===== config.mk =====
export PLATFORM = sky130hd
export DESIGN_NAME = minmax_tracker
export DESIGN_NICKNAME = d
export VERILOG_FILES = /design/src/rtl/minmax_tracker.sv
export SDC_FILE = /design/constraint.sdc
export NUM_CORES = 1
export LEC_CHECK = 0
export BUFFER_PORTS_ARGS = -buffer_cell sky130_fd_sc_hd__buf_4
export CELL_PAD_IN_SITES_DETAIL_PLACEMENT = 1
export CELL_PAD_IN_SITES_GLOBAL_PLACEMENT = 2
export CORE_ASPECT_RATIO = 1.2
export CORE_MARGIN = 5
export CORE_UTILIZATION = 33
export CTS_CLUSTER_DIAMETER = 150
export DETAILED_ROUTE_END_ITERATION = 10
export GPL_ROUTABILITY_DRIVEN = 0
export PLACE_DENSITY_LB_ADDON = 0.1
export SLEW_MARGIN = 10
export SYNTH_ARGS = -nofsm -noshare
export SYNTH_HDL_FRONTEND = slang
export SYNTH_SLANG_ARGS = --single-unit

===== constraint.sdc =====
create_clock -name Clk -period 5.7 [get_ports Clk]
set_input_delay 0 -clock Clk [delete_from_list [all_inputs] [get_ports Clk]]
set_output_delay 0 -clock Clk [all_outputs]
set_load 0.01 [all_outputs]

===== src/rtl/minmax_tracker.sv =====
// minmax_tracker
// Tracks the running maximum and minimum of a 4-bit unsigned sample stream.
// One external magnitude comparator is time-shared: each accepted sample is
// compared first against Max, then against Min. The comparator sits outside
// this block and is wired to the Cmp* ports.
//
// Ports
//   Clk        system clock, rising edge
//   Reset      synchronous active-high reset (also clears CmpError)
//   Clear      synchronous statistics clear, aborts an in-flight sample
//   InValid    sample source has data      InReady  block accepts this cycle
//   InData     4-bit unsigned sample
//   CmpA/CmpB  comparator operands         CmpEqual/CmpBigA/CmpBigB  results
//   Max/Min    running statistics          Count    saturating sample count
//   Empty      Count == 0
//   Update     one-cycle pulse when Max/Min/Count reflect a finished sample
//   NewMax     with Update: sample strictly exceeded previous Max
//   NewMin     with Update: sample strictly below previous Min
//   CmpError   sticky: comparator result was not one-hot in a compare state
//
// state   | meaning
// --------+--------------------------------------------------------------
// IDLE    | ready for a sample; first sample after Empty is absorbed here
// CMP_MAX | comparator driven with Sample vs Max
// CMP_MIN | comparator driven with Sample vs Min, then count the sample

module minmax_tracker #(
  parameter int unsigned COUNT_WIDTH = 8
) (
  input  logic                   Clk,
  input  logic                   Reset,
  input  logic                   Clear,
  input  logic                   InValid,
  output logic                   InReady,
  input  logic [3:0]             InData,
  output logic [3:0]             CmpA,
  output logic [3:0]             CmpB,
  input  logic                   CmpEqual,
  input  logic                   CmpBigA,
  input  logic                   CmpBigB,
  output logic [3:0]             Max,
  output logic [3:0]             Min,
  output logic [COUNT_WIDTH-1:0] Count,
  output logic                   Empty,
  output logic                   Update,
  output logic                   NewMax,
  output logic                   NewMin,
  output logic                   CmpError
);

  typedef enum logic [1:0] {
    IDLE    = 2'd0,
    CMP_MAX = 2'd1,
    CMP_MIN = 2'd2
  } state_e;

  state_e                 state_q;
  logic [3:0]             sample_q;
  logic [3:0]             max_q;
  logic [3:0]             min_q;
  logic [COUNT_WIDTH-1:0] count_q;
  logic [COUNT_WIDTH-1:0] count_d;
  logic                   in_ready_q;
  logic [3:0]             cmp_a_q;
  logic [3:0]             cmp_b_q;
  logic                   update_q;
  logic                   new_max_q;
  logic                   new_min_q;
  logic                   new_max_seen_q;
  logic                   cmp_err_q;
  logic                   empty;
  logic                   cmp_onehot;
  logic                   in_cmp_state;

  assign empty        = (count_q == '0);
  assign count_d      = (count_q == {COUNT_WIDTH{1'b1}}) ? count_q
                                                         : count_q + COUNT_WIDTH'(1);
  assign cmp_onehot   = ({CmpEqual, CmpBigA, CmpBigB} == 3'b100) ||
                        ({CmpEqual, CmpBigA, CmpBigB} == 3'b010) ||
                        ({CmpEqual, CmpBigA, CmpBigB} == 3'b001);
  assign in_cmp_state = (state_q == CMP_MAX) || (state_q == CMP_MIN);

  // Operands and ready are registered alongside the state so they are valid
  // in the very cycle the state they belong to is entered.
  always_ff @(posedge Clk) begin
    if (Reset) begin
      state_q        <= IDLE;
      sample_q       <= '0;
      max_q          <= '0;
      min_q          <= '0;
      count_q        <= '0;
      in_ready_q     <= 1'b1;
      cmp_a_q        <= '0;
      cmp_b_q        <= '0;
      update_q       <= 1'b0;
      new_max_q      <= 1'b0;
      new_min_q      <= 1'b0;
      new_max_seen_q <= 1'b0;
      cmp_err_q      <= 1'b0;
    end else begin
      // The comparator was really driven this cycle, so a bad result is
      // recorded even if Clear aborts the sequence at the same time.
      if (in_cmp_state && !cmp_onehot) begin
        cmp_err_q <= 1'b1;
      end
      update_q  <= 1'b0;
      new_max_q <= 1'b0;
      new_min_q <= 1'b0;

      if (Clear) begin
        state_q        <= IDLE;
        max_q          <= '0;
        min_q          <= '0;
        count_q        <= '0;
        in_ready_q     <= 1'b1;
        cmp_a_q        <= '0;
        cmp_b_q        <= '0;
        new_max_seen_q <= 1'b0;
      end else begin
        case (state_q)
          IDLE: begin
            if (InValid && in_ready_q) begin
              sample_q <= InData;
              if (empty) begin
                // First sample seeds both statistics; no compare needed.
                max_q     <= InData;
                min_q     <= InData;
                count_q   <= COUNT_WIDTH'(1);
                update_q  <= 1'b1;
                new_max_q <= 1'b1;
                new_min_q <= 1'b1;
              end else begin
                state_q    <= CMP_MAX;
                in_ready_q <= 1'b0;
                cmp_a_q    <= InData;
                cmp_b_q    <= max_q;
              end
            end
          end
          CMP_MAX: begin
            if (CmpBigA) begin
              max_q <= sample_q;
            end
            new_max_seen_q <= CmpBigA;
            state_q        <= CMP_MIN;
            cmp_a_q        <= sample_q;
            cmp_b_q        <= min_q;
          end
          CMP_MIN: begin
            if (CmpBigB) begin
              min_q <= sample_q;
            end
            count_q    <= count_d;
            update_q   <= 1'b1;
            new_max_q  <= new_max_seen_q;
            new_min_q  <= CmpBigB;
            state_q    <= IDLE;
            in_ready_q <= 1'b1;
            cmp_a_q    <= '0;
            cmp_b_q    <= '0;
          end
          default: begin
            state_q    <= IDLE;
            in_ready_q <= 1'b1;
            cmp_a_q    <= '0;
            cmp_b_q    <= '0;
          end
        endcase
      end
    end
  end

  assign InReady  = in_ready_q;
  assign CmpA     = cmp_a_q;
  assign CmpB     = cmp_b_q;
  assign Max      = max_q;
  assign Min      = min_q;
  assign Count    = count_q;
  assign Empty    = empty;
  assign Update   = update_q;
  assign NewMax   = new_max_q;
  assign NewMin   = new_min_q;
  assign CmpError = cmp_err_q;

endmodule


==> impl_metrics.yaml <==
run_status:
  status: "finished, violations left"
  violations: "negative hold slack"
worst_setup_path:
  r2r-end: "sample_q[0]$_SDFFE_PP0P_"
  rrSetupSlack_ps: 2960
  critical_path_arrival_ps: 2920
  endpoint_kind: "flip-flop"
  r2r_cells: 6
  crit_path_start: "state_q[0]$_SDFFE_PP0P_"
  worstSetupPathType: "reg2reg"
  r2r_start: "state_q[0]$_SDFFE_PP0P_"
  crit_required_ps: 5880
  crit_path_start_kind: "flip-flop"
  cp_max_fo: 21
  crit_end: "sample_q[0]$_SDFFE_PP0P_"
timing:
  max_clock_freq_ghz: 0.364
  period_needed_ps: 2740
  tns_ps: 0
  skew_ps: 8.63
  rsz0062_at_grt: "no"
  slew_headroom: 0.332
  hold_violations: 1
  maxSlewViolCount: 0
  finalCritPeriodShare: 0.482
  setup_viol: 0
  tightest_slew_ps: 999
  hold_ws_ps: -1.84
global_routing:
  grt_max_degree: 24
  grt_use_total: 0.175
  grt_pass1_vias: 1944
  antenna_found_initial: 0
  grt_remaining_overflow: 0
  grt_pass1_wl_mm: 9.96
layout:
  instances_no_fill: 312
  final_nets: 265
  syn_to_final_growth_pct: 25.1
  antenna_cells: 0
  drive_gt1_frac: 0.208
  stdcell_area_um2: 2270
power:
  powerDensity_nw_per_um2: 230
  switching_share: 0.261
  p_comb_frac: 0.127
  irDropWorstVdd_v: 0.000137
  p_int_uw: 387
  clockPowerShare: 0.367
  switchingPower_uw: 136
  pwr-share-seq: 0.506
  p_leak_uw: 0.000933
logic_synthesis:
  yosysUniqueCellTypes: 39
  syn_nets: 230
  synth_edf_count: 0
  synth_area_um2: 1820
  yosysSeqAreaShare: 0.396
  synth_area_per_cell_um2: 8.50
  synthTopCellsByCount: "dfxtp_1 (36), o21ai_0 (21), a21oi_1 (19)"
  synth_top_area_frac: 0.396
  yosysWarningCount: 0
  synth-main-ff-cell: "dfxtp_1"
  synth_top_area_cell: "dfxtp_1"
  synth_cells: 214
  synth_area_leaders: "dfxtp_1 (40%), o21ai_0 (5.8%), mux2i_1 (5.5%)"
  ys_ff_latch: 36
  synth.most_common_cell: "dfxtp_1"
  async_flop_share: 0
floorplan:
  die-width_um: 77.8
  coreArea_um2: 5330
  pin_count: 41
  die_y_um: 91.3
  rows: 29
  die_area_um2: 7100
  start_util: 0.341
cts:
  numCtsBuffers: 5
  clkSlewWorstSetupHoldPaths_ps: 70
  htree_num_levels: 2
  clk_path_buf_depth: 2
  cts_tree: "built"
  postCtsHoldBufs: 4
  cts_sinks: 36
  cts-resized-gates: 0
  post_cts_buffers: 0
  root_buffer: "clkbuf_8"
  clock_latency_ps: 290
min_path:
  hp-class: "in2reg"
  hold_depth: 3
detailed_routing:
  drtPass1Iterations: 4
  vias: 1857
  ant_nets: 0
  wl_per_cell_um: 19.8
  post_drt_via_cell_ratio: 5.95
  drt_wl_total_mm: 6.19
  drc: 0
  drt-initial-drc-count: 94
run:
  cap_violations: 0
placement:
  dp_hpwl_mm: 4.42
  io_buffers: 40
  placed_area_um2: 2140
  dp.cells: 300
[per-layer routing]
metal,wire (um),up-vias,track usage,part of all wire
li1,-,873,-,-
met1,2490,907,0.196,0.40
met2,3220,55,0.309,0.52
met3,276,22,0.0376,0.045
met4,204,0,0.0845,0.033
met5,0,-,0,0
[flip-flops by register name, summed over array words and instances (netlist names), 2 cells and up]
register  flops
Count         8
CmpA          4
CmpB          4
Max           4
Min           4
sample_q      4
state_q       2
[cell families (layout without fill, tap and decap cells)]
group           after synthesis  after routing  synth area share
xor+xnor                      1              1           0.00482
compound gates               77             77             0.284
buf+inv                      24             60            0.0502
simple gates                 61             61             0.176
flops                        36             36             0.396
fa+ha+maj                     5              5            0.0344
mux                          10             10            0.0551
[area by class of cell]
| type | instances | area (um^2) |
|---|---|---|
| tap | 62 | 77.6 |
| clock buffer | 8 | 90.1 |
| multi-input combinational | 154 | 1010 |
| fill | 649 | 3060 |
| sequential | 36 | 721 |
| timing repair buffer | 45 | 348 |
| inverter | 7 | 26.3 |
[placed cells by master, fill, tap and decap left out, types with 5 or more instances in the layout]
| cell | count |
|---|---|
| o311a_1 | 8 |
| dfxtp_1 | 36 |
| nand3_1 | 11 |
| nor2_1 | 8 |
| nor2b_1 | 5 |
| or3_1 | 6 |
| mux2i_1 | 10 |
| o21ai_0 | 21 |
| ha_1 | 5 |
| nand2_1 | 9 |
| clkbuf_8 | 6 |
| buf_4 | 41 |
| a21oi_1 | 19 |
| inv_1 | 7 |
| a22oi_1 | 8 |
| nor3_1 | 11 |
[critical path, stage by stage (launching register included)]
cell     delay [ps]
dfxtp_1         320
inv_1           100
ha_1            750
inv_1           580
or3_1           620
mux2i_1         210
nor2_1           60
[power groups by stage]
| stage | Sequential [uW] | Combinational [uW] | Clock [uW] |
|---|---|---|---|
| after floorplan | 271 | 34.7 | 0 |
| after global placement | 270 | 62.9 | 0 |
| after detailed placement | 271 | 64.6 | 0 |
| after CTS | 265 | 67.1 | 199 |
| after global routing | 266 | 73.2 | 209 |
| final | 265 | 66.7 | 192 |
[worst min-delay path by stage]
stage          slack [ps]                       end       from
3_3_place_gp          210  sample_q[3]$_SDFFE_PP0P_      Reset
3_5_place_dp          220     CmpError$_SDFFE_PP0P_      Reset
4_1_cts                 2  sample_q[0]$_SDFFE_PP0P_  InData[0]
2_1_floorplan          70     CmpError$_SDFFE_PP0P_      Reset
6_report               -2  sample_q[1]$_SDFFE_PP0P_  InData[1]
5_1_grt                20  sample_q[1]$_SDFFE_PP0P_  InData[1]
[through the flow]
| step | power, uW | setup slack [ps] | util |
|---|---|---|---|
| floorplan | 306 | 3490 | - |
| global placement | 333 | 3030 | 0.401 |
| detailed placement | 335 | 2890 | 0.401 |
| CTS | 531 | 2880 | 0.425 |
| global route | 548 | 2850 | 0.426 |
| finish | 524 | 2960 | 0.426 |
No activity file was read; power rests on OpenSTA's default activity.
